$ cat src/rtl/vanilla_exe_bubble_classifier_pkg.sv
// EXE-stage bubble classification types shared by the classifier and the bubble profiler.
// The counted bubble types sit at codes 0..N-1 so they can index the counter bank directly.
package vanilla_exe_bubble_classifier_pkg;

  typedef enum logic [31:0] {
    e_exe_bubble_branch_miss = 32'd0,
    e_exe_bubble_jalr_miss   = 32'd1,
    e_exe_bubble_icache_miss = 32'd2,
    e_exe_no_bubble          = 32'd3
  } exe_bubble_type_e;

  // Number of exe_bubble_type_e members other than e_exe_no_bubble
  localparam int unsigned num_exe_bubble_types_gp = 3;

  typedef enum logic [1:0] {
    e_prof_idle,
    e_prof_count,
    e_prof_dump
  } bubble_prof_state_e;

endpackage

$ cat src/rtl/vanilla_bubble_sat_counter.sv
// Saturating event counter for one bubble type.
// A clear and an increment in the same cycle leave the counter at 1.
module vanilla_bubble_sat_counter #(
  parameter int unsigned ctr_width_p = 32
) (
  input  logic                   clk_i,
  input  logic                   reset_i,
  input  logic                   clear_i,
  input  logic                   inc_i,
  output logic [ctr_width_p-1:0] count_o
);

  logic [ctr_width_p-1:0] count_r, base, count_n;

  always_comb begin
    base    = clear_i ? '0 : count_r;
    count_n = base;
    if (inc_i && (base != '1))
      count_n = base + ctr_width_p'(1);
  end

  always_ff @(posedge clk_i or posedge reset_i) begin
    if (reset_i) count_r <= '0;
    else         count_r <= count_n;
  end

  assign count_o = count_r;

endmodule

$ cat src/rtl/vanilla_exe_bubble_profiler.sv
// Per-tile histogram of EXE bubble cycles by type, dumped over valid/ready with clear-on-read.
// Define VANILLA_BUBBLE_PROFILER_PC_TRACK_EN to also keep the last blamed PC per type.
module vanilla_exe_bubble_profiler
  import vanilla_exe_bubble_classifier_pkg::*;
#(
  parameter int unsigned num_types_p = num_exe_bubble_types_gp,
  parameter int unsigned ctr_width_p = 32,
  parameter int unsigned pc_width_p  = 32,
  localparam int unsigned idx_width_lp = (num_types_p > 1) ? $clog2(num_types_p) : 1
) (
  input  logic                    clk_i,
  input  logic                    reset_i,
  input  logic                    en_i,
  input  logic                    stall_all_i,
  input  logic [31:0]             exe_bubble_type_i,
  input  logic [pc_width_p-1:0]   exe_bubble_pc_i,
  input  logic                    dump_i,
  output logic                    dump_v_o,
  input  logic                    dump_ready_i,
  output logic [idx_width_lp-1:0] dump_type_o,
  output logic [ctr_width_p-1:0]  dump_count_o,
  output logic [pc_width_p-1:0]   dump_pc_o,
  output logic                    busy_o
);

  localparam logic [idx_width_lp-1:0] last_idx_lp = idx_width_lp'(num_types_p - 1);

  bubble_prof_state_e      state_r, state_n;
  logic [idx_width_lp-1:0] index_r, index_n;
  logic [idx_width_lp-1:0] sample_idx;
  logic                    sample_v, dump_hs;
  logic [ctr_width_p-1:0]  count_lo [num_types_p];

  assign sample_idx = exe_bubble_type_i[idx_width_lp-1:0];
  assign sample_v   = en_i && (state_r != e_prof_idle) && !stall_all_i
                   && (exe_bubble_type_i < 32'(num_types_p))
                   && (exe_bubble_type_i != e_exe_no_bubble);
  assign dump_hs    = (state_r == e_prof_dump) && dump_ready_i;

  always_ff @(posedge clk_i or posedge reset_i) begin
    if (reset_i) begin
      state_r <= e_prof_idle;
      index_r <= '0;
    end else begin
      state_r <= state_n;
      index_r <= index_n;
    end
  end

  always_comb begin
    state_n = state_r;
    index_n = index_r;
    unique case (state_r)
      e_prof_idle, e_prof_count: begin
        if (dump_i) begin
          state_n = e_prof_dump;
          index_n = '0;
        end else if (en_i) begin
          state_n = e_prof_count;
        end else begin
          state_n = e_prof_idle;
        end
      end
      e_prof_dump: begin
        if (dump_hs) begin
          if (index_r == last_idx_lp) begin
            state_n = en_i ? e_prof_count : e_prof_idle;
            index_n = '0;
          end else begin
            index_n = index_r + idx_width_lp'(1);
          end
        end
      end
      default: begin
        state_n = e_prof_idle;
        index_n = '0;
      end
    endcase
  end

  for (genvar i = 0; i < num_types_p; i++) begin : ctr
    vanilla_bubble_sat_counter #(.ctr_width_p(ctr_width_p)) cnt (
      .clk_i   (clk_i),
      .reset_i (reset_i),
      .clear_i (dump_hs && (index_r == idx_width_lp'(i))),
      .inc_i   (sample_v && (sample_idx == idx_width_lp'(i))),
      .count_o (count_lo[i])
    );
  end

  assign dump_v_o     = (state_r == e_prof_dump);
  assign busy_o       = (state_r == e_prof_dump);
  assign dump_type_o  = index_r;
  assign dump_count_o = count_lo[index_r];

`ifdef VANILLA_BUBBLE_PROFILER_PC_TRACK_EN
  logic [pc_width_p-1:0] pc_r [num_types_p];

  // A new sample overrides the read-clear on the same type, matching the counter rule
  always_ff @(posedge clk_i or posedge reset_i) begin
    if (reset_i) begin
      pc_r <= '{default: '0};
    end else begin
      for (int unsigned i = 0; i < num_types_p; i++) begin
        if (sample_v && (sample_idx == idx_width_lp'(i)))
          pc_r[i] <= exe_bubble_pc_i;
        else if (dump_hs && (index_r == idx_width_lp'(i)))
          pc_r[i] <= '0;
      end
    end
  end

  assign dump_pc_o = pc_r[index_r];
`else
  logic unused_pc;
  assign unused_pc = ^exe_bubble_pc_i;
  assign dump_pc_o = '0;
`endif

endmodule
$ cat config.mk
export PLATFORM = sky130hd
export DESIGN_NAME = vanilla_exe_bubble_profiler
export DESIGN_NICKNAME = d
export VERILOG_FILES = /design/src/rtl/vanilla_exe_bubble_classifier_pkg.sv /design/src/rtl/vanilla_bubble_sat_counter.sv /design/src/rtl/vanilla_exe_bubble_profiler.sv
export SDC_FILE = /design/constraint.sdc
export NUM_CORES = 1
export LEC_CHECK = 0
export BUFFER_PORTS_ARGS = -buffer_cell sky130_fd_sc_hd__buf_2
export CORE_ASPECT_RATIO = 0.6
export CORE_MARGIN = 2
export CORE_UTILIZATION = 60
export CTS_CLUSTER_DIAMETER = 60
export DETAILED_ROUTE_END_ITERATION = 16
export PLACE_DENSITY = 0.88
export SYNTH_ARGS = -nofsm -noshare
export SYNTH_HDL_FRONTEND = slang
export SYNTH_SLANG_ARGS = --single-unit
$ cat constraint.sdc
create_clock -name clk_i -period 5.12 [get_ports clk_i]
set_clock_uncertainty 0.1 [all_clocks]
set_input_delay 0 -clock clk_i [delete_from_list [all_inputs] [get_ports clk_i]]
set_output_delay 0 -clock clk_i [all_outputs]
set_load 0.02 [all_outputs]
==> results of run 1 <==
==> power by group <==
part / internal (mW) / total (mW) / switching [mW]
sequential: 0.815 / 0.890 / 0.0750
combinational: 0.134 / 0.452 / 0.318
clock: 0.395 / 0.704 / 0.309
==> logic make-up after synthesis <==
| kind of cell | share of synthesized area [%] |
|---|---|
| muxes | 5.58 |
| and+or+nand+nor | 29.8 |
| buffers and inverters | 6.42 |
| other | 0.0574 |
| DFF | 38.3 |
| adders and majority gates | 0.575 |
| AOI/OAI and AO/OA | 10.8 |
| xor gates and xnor gates | 8.45 |
==> cells in the final DEF, fill, tap and decap left out, drive strengths merged, types with 16 or more instances in the layout <==
cell,instances
inv,18
conb,32
nor4,22
a21oi,26
and3,30
xor2,47
xnor2,16
dfrtp,100
o21ai,58
buf,86
nand3,51
or3,23
nor2,72
nand2,79
nand4,39
mux2i,33
==> what timing repair did <==
action	in CTS	in global routing
hold endpoints to repair	51	0
endpoints found under the setup margin	0	0
hold buffers	4	0
==> flip-flops by register name (all words and copies together), names as in the netlist <==
signal and cells:
state_r 2, ctr.cnt.count_o 96, dump_type_o 2
==> per-layer routing <==
layer | part of all wire [%] | up-vias
met5 | 0 | -
met4 | 2.4 | 0
met3 | 13 | 65
met2 | 45 | 468
met1 | 40 | 3017
li1 | - | 2808
==> layout make-up <==
type	count	share of cell area, %
well taps	139	2.39
flip-flops and latches	100	34.4
multi-input cells	611	51.3
clock inverters	5	0.825
inverters	17	0.911
clock buffers	11	3.33
repair buffers	90	6.91
==> critical path, delay by kind of cell, from the launching register on <==
kind	cells	cell delay, ns
flops	1	0.75
simple gates	4	1.33
fa+ha+maj	1	0.20
compound gates	3	0.89
buf+inv	2	0.65
==> how the worst max path moves through the flow <==
stage,from,to,slack (ns),cells past startpoint
after global routing,dump_type_o[0]$_DFFE_PP0P_,ctr[0].cnt.count_o[19]$_DFF_PP0_,0.94,10
after global placement,dump_type_o[0]$_DFFE_PP0P_,ctr[0].cnt.count_o[25]$_DFF_PP0_,1.45,10
after detailed placement,dump_type_o[0]$_DFFE_PP0P_,ctr[0].cnt.count_o[19]$_DFF_PP0_,1.28,10
final,dump_type_o[0]$_DFFE_PP0P_,ctr[0].cnt.count_o[19]$_DFF_PP0_,1.09,10
after CTS,dump_type_o[0]$_DFFE_PP0P_,ctr[0].cnt.count_o[19]$_DFF_PP0_,1.25,10
after floorplan,dump_type_o[1]$_DFFE_PP0P_,ctr[2].cnt.count_o[1]$_DFF_PP0_,1.87,12
==> results_dict.tcl, run 1 <==
set metrics [dict create \
    wirelength_mm 19.7 \
    synthesis.area_um2 6530 \
    die_area_um2 11800 \
    synthFlopType "dfrtp_1" \
    finalHoldViolCount 0 \
    firstDrtPassIters 6 \
    ys_top_cells_by_count "100 x dfrtp_1, 78 x nand2_1, 72 x nor2_1" \
    antenna_left 0 \
    r2r-start "dump_type_o[0]$_DFFE_PP0P_" \
    finalSetupViolCount 0 \
    critPathMaxFanout 23 \
    synthCells 757 \
    globalRouteMet1Util_pct 46.4 \
    fp-row-count 29 \
    nFillCells 828 \
    synth_most_common_cell "dfrtp_1" \
    die_x_um 139 \
    pre_cts_ws_ns 1.28 \
    io_pins 138 \
    use_met3_pct 10.7 \
    n_antenna_cell 0 \
    critPathArrivalTime_ns 4.19 \
    synth.avg_cell_area_um2 8.62 \
    cap_violations 0 \
    slowest_stage "dfrtp_2" \
    fin_crit_ns 4.03 \
    drc 0 \
    synthArstFlopShare_pct 100 \
    synth_top_area_cell "dfrtp_1" \
    worstPathRequired_ns 5.27 \
    cts-resized-gates 0 \
    clockRootBuffer "clkbuf_16" \
    start_util_pct 61.6 \
    port_buffers 73 \
    gp_congestion 0.949 \
    criticalPathCategory "reg2reg" \
    synth_top_area_share_pct 38.3 \
    wl_per_cell_um 20.2 \
    layout_setup_ws_ns 1.09 \
    placed_cell_area_um2 6940 \
    cts.sinks 100 \
    final_area_um2 7280 \
    drtIter0Drc 908 \
    hold_depth 3 \
    nets 902 \
    yosys_warnings 0 \
    worstMarginPinSlew_ns 0.870 \
    whs_endpoint "dump_type_o[0]$_DFFE_PP0P_" \
    fmax_mhz 248 \
    seqCellArea_um2 2500 \
    place_hpwl_mm 14.4 \
    hp-class "in2reg" \
    grt_pass1_wl_mm 31.4 \
    numCtsBuffers 9 \
    critPathLaunchType "flop" \
    core_area_um2 10600 \
    p_per_area_nw_per_um2 281 \
    p_leak_nw 3.15 \
    period_share_pct 78.8 \
    via_count 6358 \
    h-tree-depth 3 \
    hp-start "dump_ready_i" \
    power.total_mw 2.05 \
    via_per_inst 6.53 \
    place_inst 953 \
    r2r_cells 10 \
    clock_latency_ns 0.35 \
    postCtsSetupRepairBufs 0 \
    area_delta_synth_final_pct 11.5 \
    worstPathCellList "buf_4 -> inv_1 -> nand2_1 -> and2_1 -> ha_1 -> nand4_1 -> or4b_1 -> o211ai_4 -> o21ai_0 -> a21oi_1" \
    peakVddDrop_uv 180 \
    use_met2_pct 52.4 \
    synth_edf_count 0 \
    slew_headroom_pct 41.5 \
    status "finished clean" \
    yosysUniqueCellTypes 52 \
    drive_above_1_share_pct 15.0 \
    antenna_found_initial 0 \
    slowest_delay_ns 0.75 \
    dieHeight_um 84.8 \
    regToRegSetupSlack_ns 1.09 \
    busiest_layer "met2" \
    cts.path.max_buffers 2 \
    seq_area_frac_synth_pct 38.3 \
    final_cells 973 \
    grt_start_max_net_pins 54 \
    clk_pin_slew_ns 0.07 \
    final_max_slew_viol_count 0 \
    track_usage_pct 33.8 \
    post-route-util_pct 68.7 \
    ys_ff_latch 100 \
    tns_ns 0 \
    grt_pass1_vias 5981 \
    hold_slack_ns 0.0113 \
    endpoint_kind "flop" \
    cts_tree "built" \
    timing.rr.end "ctr[0].cnt.count_o[19]$_DFF_PP0_" \
    synth_top_cells_by_area "dfrtp_1 38%, xor2_1 6.3%, mux2i_1 5.1%" \
    rsz0062_at_grt "false" \
    multiInputGateArea_um2 3730 \
    gr-total-overflow 0 \
]
Note: power is estimated with default switching activity, not from simulation.
==> run 2: changes to the inputs <==
Settings changed: CORE_UTILIZATION 60 to 56, PLACE_DENSITY 0.88 to 0.83.
Clock period 5.12 ns to 3.8 ns, I/O delays scaled along.
==> run 2 against run 1 <==
  * Die area rose by 6.9%
  * Critical path depth stayed put
  * Combinational power grew 48%
  * Non-clock buffer count increased by 8
  * Register-to-register slack got worse by 0.88 ns
  * Sequential share of layout area down 0.25 points
==> results_dict.tcl, run 2 (synthesis results as in run 1) <==
set metrics [dict create \
    wl_per_cell_um 18.4 \
    criticalPathCategory "reg2reg" \
    seqCellArea_um2 2500 \
    place_inst 982 \
    cts.sinks 100 \
    cts.path.max_buffers 2 \
    core_area_um2 11300 \
    die_x_um 143 \
    post-route-util_pct 64.7 \
    finalHoldViolCount 0 \
    via_per_inst 6.17 \
    start_util_pct 57.6 \
    rsz0062_at_grt "false" \
    power.total_mw 2.67 \
    nets 910 \
    postCtsSetupRepairBufs 0 \
    layout_setup_ws_ns 0.212 \
    fp-row-count 30 \
    p_per_area_nw_per_um2 364 \
    worstPathRequired_ns 3.95 \
    gp_congestion 0.959 \
    clockRootBuffer "clkbuf_16" \
    fmax_mhz 279 \
    antenna_found_initial 0 \
    h-tree-depth 3 \
    fin_crit_ns 3.59 \
    grt_pass1_vias 5409 \
    firstDrtPassIters 6 \
    nFillCells 978 \
    slew_headroom_pct 34.0 \
    pre_cts_ws_ns 0.404 \
    final_area_um2 7340 \
    place_hpwl_mm 13.5 \
    multiInputGateArea_um2 3730 \
    wirelength_mm 18.4 \
    hp-class "in2reg" \
    endpoint_kind "flop" \
    track_usage_pct 30.1 \
    r2r-start "state_r[0]$_DFFE_PP0P_" \
    final_cells 1002 \
    clock_latency_ns 0.36 \
    io_pins 138 \
    critPathLaunchType "flop" \
    mostFrequentLayoutCells "99 x dfrtp_1, 78 x nand2_1, 73 x buf_2" \
    gr-total-overflow 0 \
    dieHeight_um 87.6 \
    critPathArrivalTime_ns 3.74 \
    clk_pin_slew_ns 0.07 \
    peakVddDrop_uv 277 \
    area_delta_synth_final_pct 12.4 \
    drive_above_1_share_pct 15.8 \
    hold_slack_ns 0.00696 \
    tns_ns 0 \
    worstMarginPinSlew_ns 0.991 \
    antenna_left 0 \
    status "finished clean" \
    startpoint "state_r[0]$_DFFE_PP0P_" \
    final_max_slew_viol_count 0 \
    hp-start "dump_ready_i" \
    cts_tree "built" \
    drtIter0Drc 712 \
    p_leak_nw 3.16 \
    via_count 6183 \
    largest_reg_flops 96 \
    numCtsBuffers 9 \
    grt_pass1_wl_mm 28.9 \
    critPathMaxFanout 10 \
    n_antenna_cell 0 \
    cap_violations 0 \
    finalSetupViolCount 0 \
    port_buffers 73 \
    grt_start_max_net_pins 80 \
    final_common_cell "dfrtp_1" \
    drc 0 \
    placed_cell_area_um2 7030 \
    period_share_pct 94.4 \
    die_area_um2 12600 \
]
[run 2: power breakdown]
| group | internal, mW | switching, mW | total [mW] |
|---|---|---|---|
| clock | 0.443 | 0.418 | 0.861 |
| combinational | 0.193 | 0.474 | 0.667 |
| sequential | 1.10 | 0.0448 | 1.14 |
[run 2: what timing repair did]
action / CTS / global route
resized for setup: 0 / 0
hold endpoints to repair: 81 / 0
hold buffers: 4 / 0
[run 2: final cells by class]
cell class	count	area share (%)
Clock buffer	10	3.12
Clock inverter	6	0.563
Inverter	17	0.904
Multi-Input combinational cell	611	50.9
Sequential cell	100	34.1
Tap cell	160	2.73
Timing Repair Buffer	98	7.68
[run 2: worst max-delay path, cell delays in order, from the launching register on]
cell and delay, ns:
dfrtp_1 0.40, nand2b_1 0.27, inv_1 0.20, nand3_1 0.17
and2_1 0.18, ha_1 0.21, nand3_1 0.15, nor4_1 0.61
nand4b_1 0.39, nand2_1 0.41, mux2_2 0.38
[run 2: worst paths after layout]
| path | endpoint | slack (ns) | depth (start not counted) |
|---|---|---|---|
| hold / removal | dump_type_o[0]$_DFFE_PP0P_ | 0.007 | 3 |
| hold reg to reg | ctr[0].cnt.count_o[30]$_DFF_PP0_ | 0.43 | 1 |
| setup / recovery | ctr[2].cnt.count_o[1]$_DFF_PP0_ | 0.21 | 10 |
| setup reg to reg | ctr[2].cnt.count_o[1]$_DFF_PP0_ | 0.21 | 10 |
| min in group asynchronous | ctr[2].cnt.count_o[24]$_DFF_PP0_ | 0.31 | 3 |
| max in group asynchronous | ctr[0].cnt.count_o[9]$_DFF_PP0_ | 2.38 | 4 |
[run 2: per-layer routing]
| metal | share of wire [%] | up-vias | global-route usage, % |
|---|---|---|---|
| met1 | 45 | 2976 | 46.1 |
| met4 | 1.6 | 0 | 6.95 |
| li1 | - | 2824 | - |
| met2 | 41 | 354 | 42.3 |
| met3 | 12 | 29 | 8.53 |
| met5 | 0 | - | 0 |
==> run 3: changes to the inputs <==
Settings changed: BUFFER_PORTS_ARGS -buffer_cell sky130_fd_sc_hd__buf_2 to -buffer_cell sky130_fd_sc_hd__buf_4.
==> run 3 against run 2 <==
  * Core utilization up 1.8 points
  * First-iteration DRC count up 20%
  * Cell area up 2.8%
  * Largest cell class unchanged
  * Clock power up 13%
  * Largest power group unchanged
  * Wire length up 5.3%
  * Non-clock buffer count down 4
  * Worst hold slack better by 0.010 ns
  * Setup slack worse by 0.023 ns
  * Fmax down 0.64%
==> results_dict.tcl, run 3 (synthesis results as in run 1) <==
set metrics [dict create \
    fmax_mhz 277 \
    p_per_area_nw_per_um2 372 \
    use_met3_pct 7.65 \
    area_delta_synth_final_pct 15.5 \
    critPathLaunchType "flop" \
    dieHeight_um 87.6 \
    hold_depth 4 \
    mostFrequentLayoutCells "99 x dfrtp_1, 90 x buf_4, 78 x nand2_1" \
    slowest_stage "a2111oi_1" \
    p_clk_share_pct 34.6 \
    worstMarginPinSlew_ns 0.967 \
    p_sw_share_pct 33.0 \
    largest_reg_flops 96 \
    period_share_pct 95.0 \
    finalSetupViolCount 0 \
    cap_violations 0 \
    whs_endpoint "ctr[0].cnt.count_o[2]$_DFF_PP0_" \
    fin_crit_ns 3.61 \
    hp-start "exe_bubble_type_i[1]" \
    die_area_um2 12600 \
    tns_ns 0 \
    clockRootBuffer "clkbuf_16" \
    io_pins 138 \
    final_max_slew_viol_count 0 \
    cp_num_buf_inv 0 \
    peakVddDrop_uv 298 \
    via_count 6308 \
    clock_latency_ns 0.35 \
    r2r-start "state_r[1]$_DFFE_PP0P_" \
    busiest_layer "met2" \
    cts_tree "built" \
    core_area_um2 11300 \
    h-tree-depth 3 \
    cts.sinks 100 \
    hp-class "in2reg" \
    antenna_left 0 \
    n_antenna_cell 0 \
    use_met2_pct 47.7 \
    fp-row-count 30 \
    p_comb_share_pct 23.9 \
    rsz0062_at_grt "false" \
    critPathTopFamily "simple AND/OR/NAND/NOR gates" \
    grt_start_max_net_pins 78 \
    endpoint_kind "flop" \
    layout_setup_ws_ns 0.189 \
    drtIter0Drc 855 \
    globalRouteMet1Util_pct 43.9 \
    drc 0 \
    p_switching_mw 0.927 \
    status "finished clean" \
    die_x_um 143 \
    critPathArrivalTime_ns 3.78 \
    cts.path.max_buffers 2 \
    postCtsSetupRepairBufs 0 \
    final_common_cell "dfrtp_1" \
    timing.rr.end "ctr[1].cnt.count_o[28]$_DFF_PP0_" \
    finalHoldViolCount 0 \
    drive_above_1_share_pct 15.5 \
    pwr-share-seq_pct 41.5 \
    nets 906 \
    wirelength_mm 19.4 \
    gr-total-overflow 0 \
    port_buffers 73 \
    criticalPathCategory "reg2reg" \
    antenna_found_initial 1 \
    wl_per_cell_um 19.5 \
    track_usage_pct 31.2 \
    r2r_cells 10 \
    p_leak_nw 3.20 \
    regToRegSetupSlack_ns 0.19 \
    numCtsBuffers 9 \
    worstPathRequired_ns 3.97 \
    internal-power_mw 1.88 \
    via_per_inst 6.33 \
    pre_cts_ws_ns 0.292 \
    firstDrtPassIters 5 \
    slew_headroom_pct 35.5 \
    worstPathCellList "and4bb_1 -> nand2_1 -> and2_1 -> ha_1 -> nand3_1 -> a2111oi_1 -> and3_1 -> nand4_1 -> or3_1 -> a21oi_1" \
    place_hpwl_mm 14.3 \
    slowest_delay_ns 0.64 \
    start_util_pct 57.6 \
    critPathMaxFanout 8 \
    grt_pass1_wl_mm 30.1 \
    gp_congestion 0.978 \
    clk_pin_slew_ns 0.07 \
    grt_pass1_vias 5780 \
]
-- run 3: worst reg2reg max path, stage by stage, from the launching register on --
cell and delay, ns:
dfrtp_1 0.45, and4bb_1 0.37, nand2_1 0.34, and2_1 0.22, ha_1 0.19, nand3_1 0.20
a2111oi_1 0.64, and3_1 0.32, nand4_1 0.18, or3_1 0.35, a21oi_1 0.16
-- run 3: how the worst max path moves through the flow --
| stage | startpoint | cells after the start | to | slack, ns |
|---|---|---|---|---|
| floorplan | dump_type_o[1]$_DFFE_PP0P_ | 12 | ctr[2].cnt.count_o[1]$_DFF_PP0_ | 0.55 |
| global placement | state_r[1]$_DFFE_PP0P_ | 10 | ctr[1].cnt.count_o[28]$_DFF_PP0_ | 0.46 |
| detailed placement | state_r[1]$_DFFE_PP0P_ | 10 | ctr[1].cnt.count_o[28]$_DFF_PP0_ | 0.29 |
| CTS | state_r[1]$_DFFE_PP0P_ | 10 | ctr[1].cnt.count_o[28]$_DFF_PP0_ | 0.24 |
| global route | state_r[1]$_DFFE_PP0P_ | 10 | ctr[1].cnt.count_o[30]$_DFF_PP0_ | 0.09 |
| finish | state_r[1]$_DFFE_PP0P_ | 10 | ctr[1].cnt.count_o[28]$_DFF_PP0_ | 0.19 |
-- run 3: power groups by stage --
stage | registers (mW) | clock network (mW) | logic [mW]
floorplan | 1.16 | 0 | 0.485
global placement | 1.17 | 0 | 0.634
detailed placement | 1.18 | 0 | 0.651
CTS | 1.16 | 0.979 | 0.659
global route | 1.17 | 1.02 | 0.714
finish | 1.16 | 0.971 | 0.672
-- run 3: metrics by stage --
step                      area (um2)  utilization, %  hold WS, ns  instances  power [mW]
after CTS                       7520            66.4      0.00616        997        2.80
after global routing            7540            66.5       0.0313        997        2.90
after global placement          7180            63.3        0.146        978        1.81
final                           7540            66.5       0.0174        997        2.81
after detailed placement        7180            63.3        0.156        978        1.83
after floorplan                 6650               -       0.0221        788        1.64
-- run 3: repair_timing --
| action | 4_1_cts | 5_1_grt |
|---|---|---|
| hold endpoints to repair | 79 | 0 |
| resized for setup | 0 | 3 |
| hold buffers | 4 | 0 |
| setup endpoints to repair | 0 | 4 |
-- run 3: final cells by class --
type                            count  area, um2
Fill cell                         905       3800
Multi-Input combinational cell    611       3750
Sequential cell                   100       2500
Timing Repair Buffer               94        716
Clock buffer                       10        229
Tap cell                          160        200
Clock inverter                      5       77.6
Inverter                           17       66.3
-- run 3: per-layer routing --
metal / part of all wire (%) / wire, um
met1: 41 / 8020
met3: 12 / 2420
met4: 2.5 / 494
met2: 44 / 8460
met5: 0 / 0
